### src/rtl/minibus_uart_tx_if.sv
// minibus request/response bundle between the decoder and a slave.
// Requests are one-cycle pulses; the slave answers exactly one cycle later.
interface minibus_uart_tx_if;
  logic [31:0] req_addr;
  logic        req_ren;
  logic        req_wen;
  logic [31:0] req_wdata;
  logic [31:0] res_rdata;
  logic        res_ready;
  logic        res_error;

  modport master (
    output req_addr, req_ren, req_wen, req_wdata,
    input  res_rdata, res_ready, res_error
  );

  modport slave (
    input  req_addr, req_ren, req_wen, req_wdata,
    output res_rdata, res_ready, res_error
  );
endinterface

### src/rtl/minibus_uart_tx.sv
// minibus_uart_tx: minibus slave with a TX FIFO feeding an 8N1 serialiser.
// Offsets: 0 DATA, 1 STATUS, 2 DIV, 3 unmapped (error response).
module minibus_uart_tx #(
  parameter int FIFO_DEPTH = 8,
  parameter int DIV_RESET  = 434,
  parameter int DIV_WIDTH  = 16
) (
  input  logic             clk,
  input  logic             nrst,
  minibus_uart_tx_if.slave bus,
  output logic             tx
);
  localparam int AW = $clog2(FIFO_DEPTH);
  localparam int CW = AW + 1;
  localparam logic [DIV_WIDTH-1:0] ONE = DIV_WIDTH'(1);
  localparam logic [DIV_WIDTH-1:0] TWO = DIV_WIDTH'(2);

  typedef enum logic [1:0] {
    IDLE,
    START,
    DATA,
    STOP
  } state_e;

  state_e               state_q;
  logic [7:0]           shift_q;
  logic [DIV_WIDTH-1:0] fdiv_q;
  logic [DIV_WIDTH-1:0] baud_q;
  logic [2:0]           bit_q;
  logic                 tx_q;

  logic [7:0]           mem_q [FIFO_DEPTH];
  logic [AW-1:0]        wptr_q, wptr_d;
  logic [AW-1:0]        rptr_q, rptr_d;
  logic [CW-1:0]        count_q, count_d;
  logic                 ovf_q, ovf_d;
  logic [DIV_WIDTH-1:0] div_q, div_d;
  logic                 res_ready_q, res_ready_d;
  logic                 res_error_q, res_error_d;
  logic [31:0]          res_rdata_q, res_rdata_d;

  logic                 wr, rd, req;
  logic                 sel_data, sel_stat, sel_div, sel_bad;
  logic                 full, empty, busy;
  logic                 push, push_ok, pop;
  logic [DIV_WIDTH-1:0] wdiv;
  logic [31:0]          status;
  logic                 unused_ok;

  assign wr  = bus.req_wen;
  assign rd  = bus.req_ren & ~bus.req_wen;
  assign req = bus.req_ren | bus.req_wen;

  assign sel_data = bus.req_addr[3:2] == 2'd0;
  assign sel_stat = bus.req_addr[3:2] == 2'd1;
  assign sel_div  = bus.req_addr[3:2] == 2'd2;
  assign sel_bad  = bus.req_addr[3:2] == 2'd3;

  assign full  = count_q == CW'(FIFO_DEPTH);
  assign empty = count_q == '0;
  assign busy  = state_q != IDLE;

  // A pop in the same cycle frees the slot a full-FIFO push needs.
  assign pop     = (state_q == IDLE) && !empty;
  assign push    = wr && sel_data;
  assign push_ok = push && (!full || pop);

  assign wdiv   = bus.req_wdata[DIV_WIDTH-1:0];
  assign status = {16'd0, 8'(count_q), 4'd0, ovf_q, busy, empty, full};

  always_comb begin
    wptr_d  = push_ok ? wptr_q + AW'(1) : wptr_q;
    rptr_d  = pop ? rptr_q + AW'(1) : rptr_q;
    count_d = count_q + CW'(push_ok) - CW'(pop);
    ovf_d   = ovf_q;
    if (rd && sel_stat) ovf_d = 1'b0;
    if (push && !push_ok) ovf_d = 1'b1;
    div_d = div_q;
    if (wr && sel_div) div_d = (wdiv < TWO) ? TWO : wdiv;
  end

  always_comb begin
    res_ready_d = req;
    res_error_d = req && sel_bad;
    res_rdata_d = '0;
    if (rd) begin
      unique case (1'b1)
        sel_stat: res_rdata_d = status;
        sel_div:  res_rdata_d = 32'(div_q);
        default:  res_rdata_d = '0;
      endcase
    end
  end

  always_ff @(posedge clk) begin
    if (!nrst) begin
      wptr_q      <= '0;
      rptr_q      <= '0;
      count_q     <= '0;
      ovf_q       <= 1'b0;
      div_q       <= DIV_WIDTH'(DIV_RESET);
      res_ready_q <= 1'b0;
      res_error_q <= 1'b0;
      res_rdata_q <= '0;
    end else begin
      wptr_q      <= wptr_d;
      rptr_q      <= rptr_d;
      count_q     <= count_d;
      ovf_q       <= ovf_d;
      div_q       <= div_d;
      res_ready_q <= res_ready_d;
      res_error_q <= res_error_d;
      res_rdata_q <= res_rdata_d;
    end
  end

  always_ff @(posedge clk) begin
    if (push_ok) mem_q[wptr_q] <= bus.req_wdata[7:0];
  end

  // Each bit lasts fdiv clocks: baud loads fdiv-1 on entry, moves on at 0.
  always_ff @(posedge clk) begin
    if (!nrst) begin
      state_q <= IDLE;
      shift_q <= '0;
      fdiv_q  <= DIV_WIDTH'(DIV_RESET);
      baud_q  <= '0;
      bit_q   <= '0;
      tx_q    <= 1'b1;
    end else begin
      unique case (state_q)
        IDLE: begin
          tx_q <= 1'b1;
          if (pop) begin
            shift_q <= mem_q[rptr_q];
            fdiv_q  <= div_q;
            baud_q  <= div_q - ONE;
            tx_q    <= 1'b0;
            state_q <= START;
          end
        end
        START: begin
          if (baud_q == '0) begin
            baud_q  <= fdiv_q - ONE;
            bit_q   <= '0;
            tx_q    <= shift_q[0];
            shift_q <= {1'b0, shift_q[7:1]};
            state_q <= DATA;
          end else begin
            baud_q <= baud_q - ONE;
          end
        end
        DATA: begin
          if (baud_q == '0) begin
            baud_q <= fdiv_q - ONE;
            if (bit_q == 3'd7) begin
              tx_q    <= 1'b1;
              state_q <= STOP;
            end else begin
              bit_q   <= bit_q + 3'd1;
              tx_q    <= shift_q[0];
              shift_q <= {1'b0, shift_q[7:1]};
            end
          end else begin
            baud_q <= baud_q - ONE;
          end
        end
        STOP: begin
          if (baud_q == '0) state_q <= IDLE;
          else baud_q <= baud_q - ONE;
        end
        default: state_q <= IDLE;
      endcase
    end
  end

  assign tx            = tx_q;
  assign bus.res_ready = res_ready_q;
  assign bus.res_error = res_error_q;
  assign bus.res_rdata = res_rdata_q;

  assign unused_ok = ^{bus.req_addr, bus.req_wdata};
endmodule

### src/flat_wrapper.sv
// flat-port wrapper written by rule: the top's interface ports become plain ports
module minibus_uart_tx_flat 
#(
  parameter int FIFO_DEPTH = 8,
  parameter int DIV_RESET  = 434,
  parameter int DIV_WIDTH  = 16
)
  (clk, nrst, tx, bus_req_addr, bus_req_ren, bus_req_wen, bus_req_wdata, bus_res_rdata, bus_res_ready, bus_res_error);
  minibus_uart_tx_if bus_i ();
  input  logic clk;
  input  logic nrst;
  output logic tx;
  input wire logic [$bits(bus_i.req_addr)-1:0] bus_req_addr;
  input wire logic [$bits(bus_i.req_ren)-1:0] bus_req_ren;
  input wire logic [$bits(bus_i.req_wen)-1:0] bus_req_wen;
  input wire logic [$bits(bus_i.req_wdata)-1:0] bus_req_wdata;
  output wire logic [$bits(bus_i.res_rdata)-1:0] bus_res_rdata;
  output wire logic [$bits(bus_i.res_ready)-1:0] bus_res_ready;
  output wire logic [$bits(bus_i.res_error)-1:0] bus_res_error;
  assign bus_i.req_addr = bus_req_addr;
  assign bus_i.req_ren = bus_req_ren;
  assign bus_i.req_wen = bus_req_wen;
  assign bus_i.req_wdata = bus_req_wdata;
  assign bus_res_rdata = bus_i.res_rdata;
  assign bus_res_ready = bus_i.res_ready;
  assign bus_res_error = bus_i.res_error;
  minibus_uart_tx #(.FIFO_DEPTH(FIFO_DEPTH), .DIV_RESET(DIV_RESET), .DIV_WIDTH(DIV_WIDTH)) u_core (.clk(clk), .nrst(nrst), .bus(bus_i), .tx(tx));
endmodule
### config.mk
export PLATFORM = sky130hd
export DESIGN_NAME = minibus_uart_tx_flat
export DESIGN_NICKNAME = d
export VERILOG_FILES = /design/src/rtl/minibus_uart_tx_if.sv /design/src/rtl/minibus_uart_tx.sv /design/src/flat_wrapper.sv
export SDC_FILE = /design/constraint.sdc
export NUM_CORES = 1
export LEC_CHECK = 0
export BUFFER_PORTS_ARGS = -buffer_cell sky130_fd_sc_hd__buf_2
export CORE_UTILIZATION = 45
export DETAILED_ROUTE_END_ITERATION = 12
export SLEW_MARGIN = 20
export SYNTH_ARGS = -nofsm -noshare
export SYNTH_HDL_FRONTEND = slang
export SYNTH_SLANG_ARGS = --single-unit
### constraint.sdc
create_clock -name clk -period 3.7 [get_ports clk]
set_clock_uncertainty 0.15 [all_clocks]
set_input_delay 1.11 -clock clk [delete_from_list [all_inputs] [get_ports clk]]
set_output_delay 1.11 -clock clk [all_outputs]
set_load 0.01 [all_outputs]
==> metrics.md, run 1 <==
| Metric | Value |
|---|---|
| Antenna Nets Post-Route | 0 |
| Die Span Y | approximately 130 um |
| Root buffer cell | clkbuf_16 |
| Async SR Flop Fraction | 0% |
| Post-CTS Resized | 0 |
| DP HPWL | 12600 um |
| Synth Area per Inst | ~10 sq um |
| IO Port Bufs | 40 |
| Yosys reg bits | around 160 |
| # IOs | 103 |
| Layout cells sized above 1 | 15.5% |
| Synth Flop Type | dfxtp_1 |
| Post-CTS Setup Repair Bufs | 0 |
| Pleak | about 0.0031 uW |
| Peak fanout along the critical path | 11 |
| Post-synthesis sequential area ratio | about half |
| Fin nets | ~860 |
| Setup Viol. Count Final | 0 |
| Overall Global Routing Usage | between 20 and 25% |
| Final-report hold violation count | 0 |
| Num rows | between 40 and 50 |
| Peak supply drop | between 0.4 and 0.5 mV |
| Startpoint Class | register |
| Die area | about 0.017 sq mm |
| Adder-Cell Fraction of Synth Area | under 10% |
| Residual DRC | 0 |
| R2R cell count | 7 |
| WL per Instance | 17.4 um |
| Vias/cell | between 5 and 6 |
| Library cells used by synthesis | 69 |
| Hold path depth | 2 |
| Outcome | finished, final reports clean |
| Dpl ws | between 0.6 and 0.7 ns |
| Post-synthesis mux area share | under 10% |
| RSZ-0062 raised after global routing | false |
| Slew Limit Fails | 0 |
| First-pass GRT wire length | roughly 28000 um |
| Mapped Cells | between 700 and 800 |
| Starting DRC count in detailed routing | around 430 |
| Cell Area, Synth | 0.00744 sq mm |
| Layout area overhead | 12.7% |
| Simple-gate share of the synthesized area | between 15 and 20% |
| Final WS setup | around 0.95 ns |
| Number of global-route vias before repair | approximately 5000 |
| Initial Util | 46.5% |
| Max Cap Violations | 0 |
| Final Cycle Share | about three quarters |
| GP Congestion | ~0.85 |
| Final WL | between 15000 and 20000 um |
| Compound-Gate Fraction of Synth Area | ~11% |
| Grt total ovfl | 0 |
| Worst-Skew Late Latency | 0.43 ns |
| Slowest-stage cell, CP | nor4_2 |
| TNS Setup | 0 ns |
| Critical-path cell list | nor4_2 > nand4_1 > buf_4 > o21ai_1 > o211ai_1 > clkbuf_4 > o41ai_1 |
| Critical Path AT | between 2 and 3 ns |
| Pwr dens | 748 mW/mm^2 |
| Worst endpoint required time | between 3 and 4 ns |
| Clock sink count | ~160 |
| Via count | roughly 5500 |
| Initial DRT Pass Iterations | 5 |
| Crit-path max cell delay | between 0.6 and 0.7 ns |
| # diodes | 0 |
| Crit path capture type | register |
| Pin count of the biggest net entering global routing | 42 |
| Minimum clock period after layout | between 2 and 3 ns |
| Worst Path Class, Setup | reg -> reg |
| Worst-margin pin slew | between 0.9 and 1 ns |
| CTS clock-pin slew for the worst setup and hold paths | 0.06 ns |
| CTS tree | done |
| Post-synth EDFFs | 64 |
| Post-cts hold buffer count | 0 |
| Antenna violations before repair | 0 |
| Fin util | between 50% and 60% |
| Width of the die | about 130 um |
| H-tree depth | 4 |
| Slew Limit Headroom | 35.0% |
| Area of the core | 0.0160 sq mm |
| Total CTS buffers | 17 |
| Max clock buf depth | 2 |
| XOR/XNOR Fraction of Synth Area | about 4.8% |
| YS warnings | 0 |
| Tightest Hold Check Type | reg -> reg |
| Largest family of logic cells by synthesized area | simple AND/OR/NAND/NOR gates |
| Max Clk Rate | roughly 360 MHz |
[layout by cell type (no fill, tap or decap), drive strengths merged, types with 3 or more instances in the layout]
master,instances
nor4,15
a211o,3
edfxtp,64
nand4,4
clkinv,6
a211oi,4
buf,62
clkbuf,21
nor3,18
nor2,54
ha,22
nand2,102
or4,3
a22oi,10
and3,4
o31ai,8
mux4,16
dfxtp,94
nand3,32
xor2,19
conb,16
inv,31
a21oi,56
o211ai,7
mux2i,11
o41ai,3
a31oi,4
and2,14
o21ai,23
xnor2,22
[cells in the mapped netlist (all sizes together) (4+ instances only)]
cell type	number	share of area [%]
nand2	102	5.2
dfxtp	94	25
edfxtp	64	26
a21oi	56	3.8
nor2	54	2.7
clkbuf	34	2.0
nand3	32	2.2
inv	24	1.2
buf	23	2.3
o21ai	23	1.5
ha	22	3.7
xnor2	22	2.6
xor2	19	2.2
nor3	18	1.2
mux4	16	4.8
nor4	15	1.4
and2	14	1.2
mux2i	11	1.5
a22oi	10	1.0
o31ai	8	0.81
o211ai	7	0.71
a211oi	4	0.40
a31oi	4	0.34
and3	4	0.35
nand4	4	0.34
[worst max-delay path, delay by kind of cell (launching register included)]
family | cells | cell delay, ns
simple gates | 2 | 0.76
compound gates | 3 | 0.85
buf+inv | 2 | 0.50
flops | 1 | 0.37
[through the flow]
step | total power [uW] | std cells | hold WS [ns] | instance area [sq um]
floorplan | 4030 | 745 | 0.288 | 7500
global placement | 4540 | 966 | 0.296 | 7820
detailed placement | 4590 | 966 | 0.302 | 7820
CTS | 6260 | 998 | 0.310 | 8380
global route | 6680 | 999 | 0.330 | 8390
finish | 6270 | 999 | 0.308 | 8390
[routing by layer]
layer  track usage [%]  share of wire (%)  vias to the layer above  wire length, um
li1                  -                  -                     2655                -
met1              29.8                 45                     2646             7860
met2              35.2                 48                      169             8270
met3              4.80                5.3                       23              925
met4              6.83                1.7                        0              297
met5                 0                  0                        -                0
[power by group]
group,leakage [uW],switching (uW),internal (uW)
logic,0.00150,1430,917
clock network,0.000279,740,932
registers,0.00134,237,2020
[flip-flops by register name, indices dropped and copies added, names as in the netlist, named ones only]
signal / flops
u_core.bus.res_ready: 1
u_core.wptr_q: 3
u_core.state_q: 2
u_core.count_q: 4
u_core.ovf_q: 1
u_core.bit_q: 3
u_core.bus.res_rdata: 16
u_core.tx: 1
u_core.rptr_q: 3
u_core.baud_q: 16
u_core.shift_q: 8
u_core.div_q: 16
u_core.fdiv_q: 16
u_core.mem_q: 64
u_core.bus.res_error: 1
[final cells by class]
cell class	count	area, sq um
multi-input cells	504	3280
repair buffers	63	373
inverters	26	97.6
fillers	1465	7610
well taps	216	270
clock inverters	12	96.3
flip-flops and latches	158	3800
clock buffers	20	468
[kinds of logic after synthesis]
group           Yosys count
xor+xnor                 41
buf+inv                  83
other cells               1
simple gates            262
mux                      28
fa+ha+maj                23
compound gates          134
flops                   158
[worst paths after layout]
path	from	slack [ns]	end
max reg2reg	u_core.baud_q[7]$_SDFFE_PN0P_	0.95	u_core.shift_q[7]$_SDFFE_PN0P_
min reg2reg	u_core.shift_q[1]$_SDFFE_PN0P_	0.31	u_core.shift_q[1]$_SDFFE_PN0P_
min	u_core.shift_q[1]$_SDFFE_PN0P_	0.31	u_core.shift_q[1]$_SDFFE_PN0P_
max	u_core.baud_q[7]$_SDFFE_PN0P_	0.95	u_core.shift_q[7]$_SDFFE_PN0P_
No activity file was read; power rests on OpenSTA's default activity.
==> run 2: changes to the inputs <==
Settings changed: PLACE_DENSITY set to 0.67.
Clock period 3.7 ns to 2.2 ns, I/O delays scaled along.
==> run 2 against run 1 <==
Effect of this change:
- the flow now finishes with violations (setup timing)
- utilization is 5.4 points higher
- flip-flop and latch count stayed put
- via count is 6.7% higher
- sequential power is 64% higher
- first-iteration DRC count is 41% higher
- combinational power is 130% higher
- non-clock buffer count is 69 higher
- cell area is 10% higher
- final cell count is 6.9% higher
- sequential share of layout area is 4.2 points lower
- largest power group unchanged
==> metrics.md, run 2 (synthesis gave the netlist of run 1 again) <==
| Metric | Value |
|---|---|
| Total internal power | 7410 uW (was 3870 uW) |
| Pwr dens | 1290 mW/mm^2 (was 748 mW/mm^2) |
| CTS tree | done (unchanged) |
| Overall Global Routing Usage | 22.7% (was 22.0%) |
| Max clock buf depth | 2 (unchanged) |
| H-tree depth | 4 (unchanged) |
| Failing checks | setup timing |
| First-pass GRT wire length | 29000 um (was 27900 um) |
| Starting DRC count in detailed routing | 600 (was 425) |
| Reg with most FFs | u_core.mem_q (unchanged) |
| Peak supply drop | 0.701 mV (was 0.416 mV) |
| CTS clock-pin slew for the worst setup and hold paths | 0.07 ns (was 0.06 ns) |
| Switch share | 37.8% (was 38.3%) |
| Residual DRC | 0 (unchanged) |
| Antenna violations before repair | 0 (unchanged) |
| Placed cells | 1032 (was 966) |
| Initial Util | 46.5% (unchanged) |
| Via count | 5862 (was 5493) |
| Num rows | 46 (unchanged) |
| Worst-Skew Late Latency | 0.43 ns (about the same) |
| # diodes | 0 (unchanged) |
| Minimum clock period after layout | 2.26 ns (was 2.75 ns) |
| Die Span Y | 131 um (unchanged) |
| Slew Limit Fails | 0 (unchanged) |
| Root buffer cell | clkbuf_16 (unchanged) |
| Outcome | complete, but fails checks (was finished, final reports clean) |
| Antenna Nets Post-Route | 0 (unchanged) |
| Layout Cells excl Fill | 1068 (was 999) |
| RSZ-0062 raised after global routing | true (was false) |
| Post-Place Cell Area | 0.00840 sq mm (was 0.00782 sq mm) |
| Pleak | 0.00355 uW (was 0.00312 uW) |
| Max reg flops | 64 (unchanged) |
| Sw Pwr | 4500 uW (was 2410 uW) |
| Final WL | 18300 um (was 17300 um) |
| DP HPWL | 12900 um (was 12600 um) |
| Vias/cell | 5.49 (was 5.50) |
| Max Clk Rate | 443 MHz (was 363 MHz) |
| Layout cells sized above 1 | 28.2% (was 15.5%) |
| Area of the core | 0.0160 sq mm (unchanged) |
| R2r setup slk | -0.06 ns (was 0.95 ns) |
| Clock sink count | 158 (unchanged) |
| Crit path capture type | register (unchanged) |
| WL per Instance | 17.1 um (was 17.4 um) |
| Pin count of the biggest net entering global routing | 40 (was 42) |
| Highest-count cells in the layout ignoring fill and taps | nand2_1, dfxtp_1, buf_4 (was nand2_1, dfxtp_1, edfxtp_1) |
| Max Cap Violations | 0 (unchanged) |
| Worst Path Class, Setup | reg -> reg (unchanged) |
| Startpoint Class | register (unchanged) |
| Clk network pwr share | 24.5% (was 26.7%) |
| Final WS setup | -0.0580 ns (was 0.948 ns) |
| Final-report hold violation count | 0 (unchanged) |
| Peak fanout along the critical path | 3 (was 11) |
| Final Cycle Share | 103% (was 74.4%) |
| Worst-margin pin slew | 0.555 ns (was 0.967 ns) |
| Post-cts hold buffer count | 0 (unchanged) |
| Width of the die | 131 um (unchanged) |
| Die area | 0.0171 sq mm (unchanged) |
| Sequential fraction of design power | 31.0% (was 36.0%) |
| Worst endpoint required time | 2.40 ns (was 3.87 ns) |
| Cell area after layout | 0.00926 sq mm (was 0.00839 sq mm) |
| Number of global-route vias before repair | 5656 (was 5135) |
| Logic pwr share | 44.4% (was 37.4%) |
| Grt total ovfl | 0 (unchanged) |
| Tightest Hold Check Type | reg -> reg (unchanged) |
| Critical Path AT | 2.46 ns (was 2.92 ns) |
| # IOs | 103 (unchanged) |
| Initial DRT Pass Iterations | 5 (unchanged) |
| Commonest non-fill, non-tap cell in the layout | nand2_1 (unchanged) |
| TNS Setup | -0.121 ns (was 0 ns) |
| IO Port Bufs | 40 (unchanged) |
| GP Congestion | 0.907 (was 0.851) |
| Slew Limit Headroom | 63.0% (was 35.0%) |
| Layout area overhead | 24.4% (was 12.7%) |
| Fin nets | 930 (was 861) |
| Setup Viol. Count Final | 3 (was 0) |
| Final Total Pwr | 11900 uW (was 6270 uW) |
| Total CTS buffers | 17 (unchanged) |
run 2: cell count changes in the layout (fill, tap and decap cells not counted), sizes merged:
cell and change:
buf +70, clkinv -1, clkinvlp -1, inv +1
run 2: layout make-up:
class	count	area, sq um
Tap cell	216	270
Fill cell	1390	6750
Clock inverter	11	90.1
Multi-Input combinational cell	504	3540
Sequential cell	158	3810
Timing Repair Buffer	132	943
Inverter	26	97.6
Clock buffer	21	503
run 2: critical path: stages (launching register included):
cell and delay (ns):
dfxtp_1 0.31, or4_4 0.55, or3_4 0.38, or4_4 0.43, a21oi_2 0.17, o21ai_2 0.07, a21oi_1 0.12
run 2: repair_timing:
item | in CTS | in global routing
gates resized for setup | 5 | 44
endpoints found under the hold margin | 0 | 0
setup endpoints to repair | 18 | 64
gates cloned | 0 | 1
pin swaps | 3 | 10
setup buffers | 0 | 3
run 2: metrics by stage:
stage	worst slack, ns	utilization, %	hold slack (ns)
4_1_cts	-0.0725	56.4	0.317
3_3_place_gp	-0.0818	52.5	0.295
6_report	-0.0580	57.8	0.318
3_5_place_dp	-0.130	52.5	0.314
2_1_floorplan	-0.0606	-	0.288
5_1_grt	-0.127	57.8	0.332
run 2: power groups by stage:
stage               registers [uW]  logic [uW]  clock network [uW]
global route                  3740        5780                3080
global placement              3710        4630                   0
floorplan                     3700        3220                   0
detailed placement            3730        4710                   0
CTS                           3670        4840                2960
finish                        3700        5290                2920
run 2: routing by layer:
metal,global-route usage [%],part of all wire [%],vias up
met3,4.56,5.0,25
met1,29.2,43,2864
met4,7.51,1.7,0
met5,0,0,-
li1,-,-,2796
met2,38.3,51,177
run 2: final timing paths:
path                               endpoint                            from  cells past startpoint
max          u_core.baud_q[13]$_SDFFE_PN0P_   u_core.fdiv_q[8]$_SDFFE_PN1P_                      6
min reg2reg  u_core.shift_q[2]$_SDFFE_PN0P_  u_core.shift_q[2]$_SDFFE_PN0P_                      2
min          u_core.shift_q[2]$_SDFFE_PN0P_  u_core.shift_q[2]$_SDFFE_PN0P_                      2
max reg2reg  u_core.baud_q[13]$_SDFFE_PN0P_   u_core.fdiv_q[8]$_SDFFE_PN1P_                      6
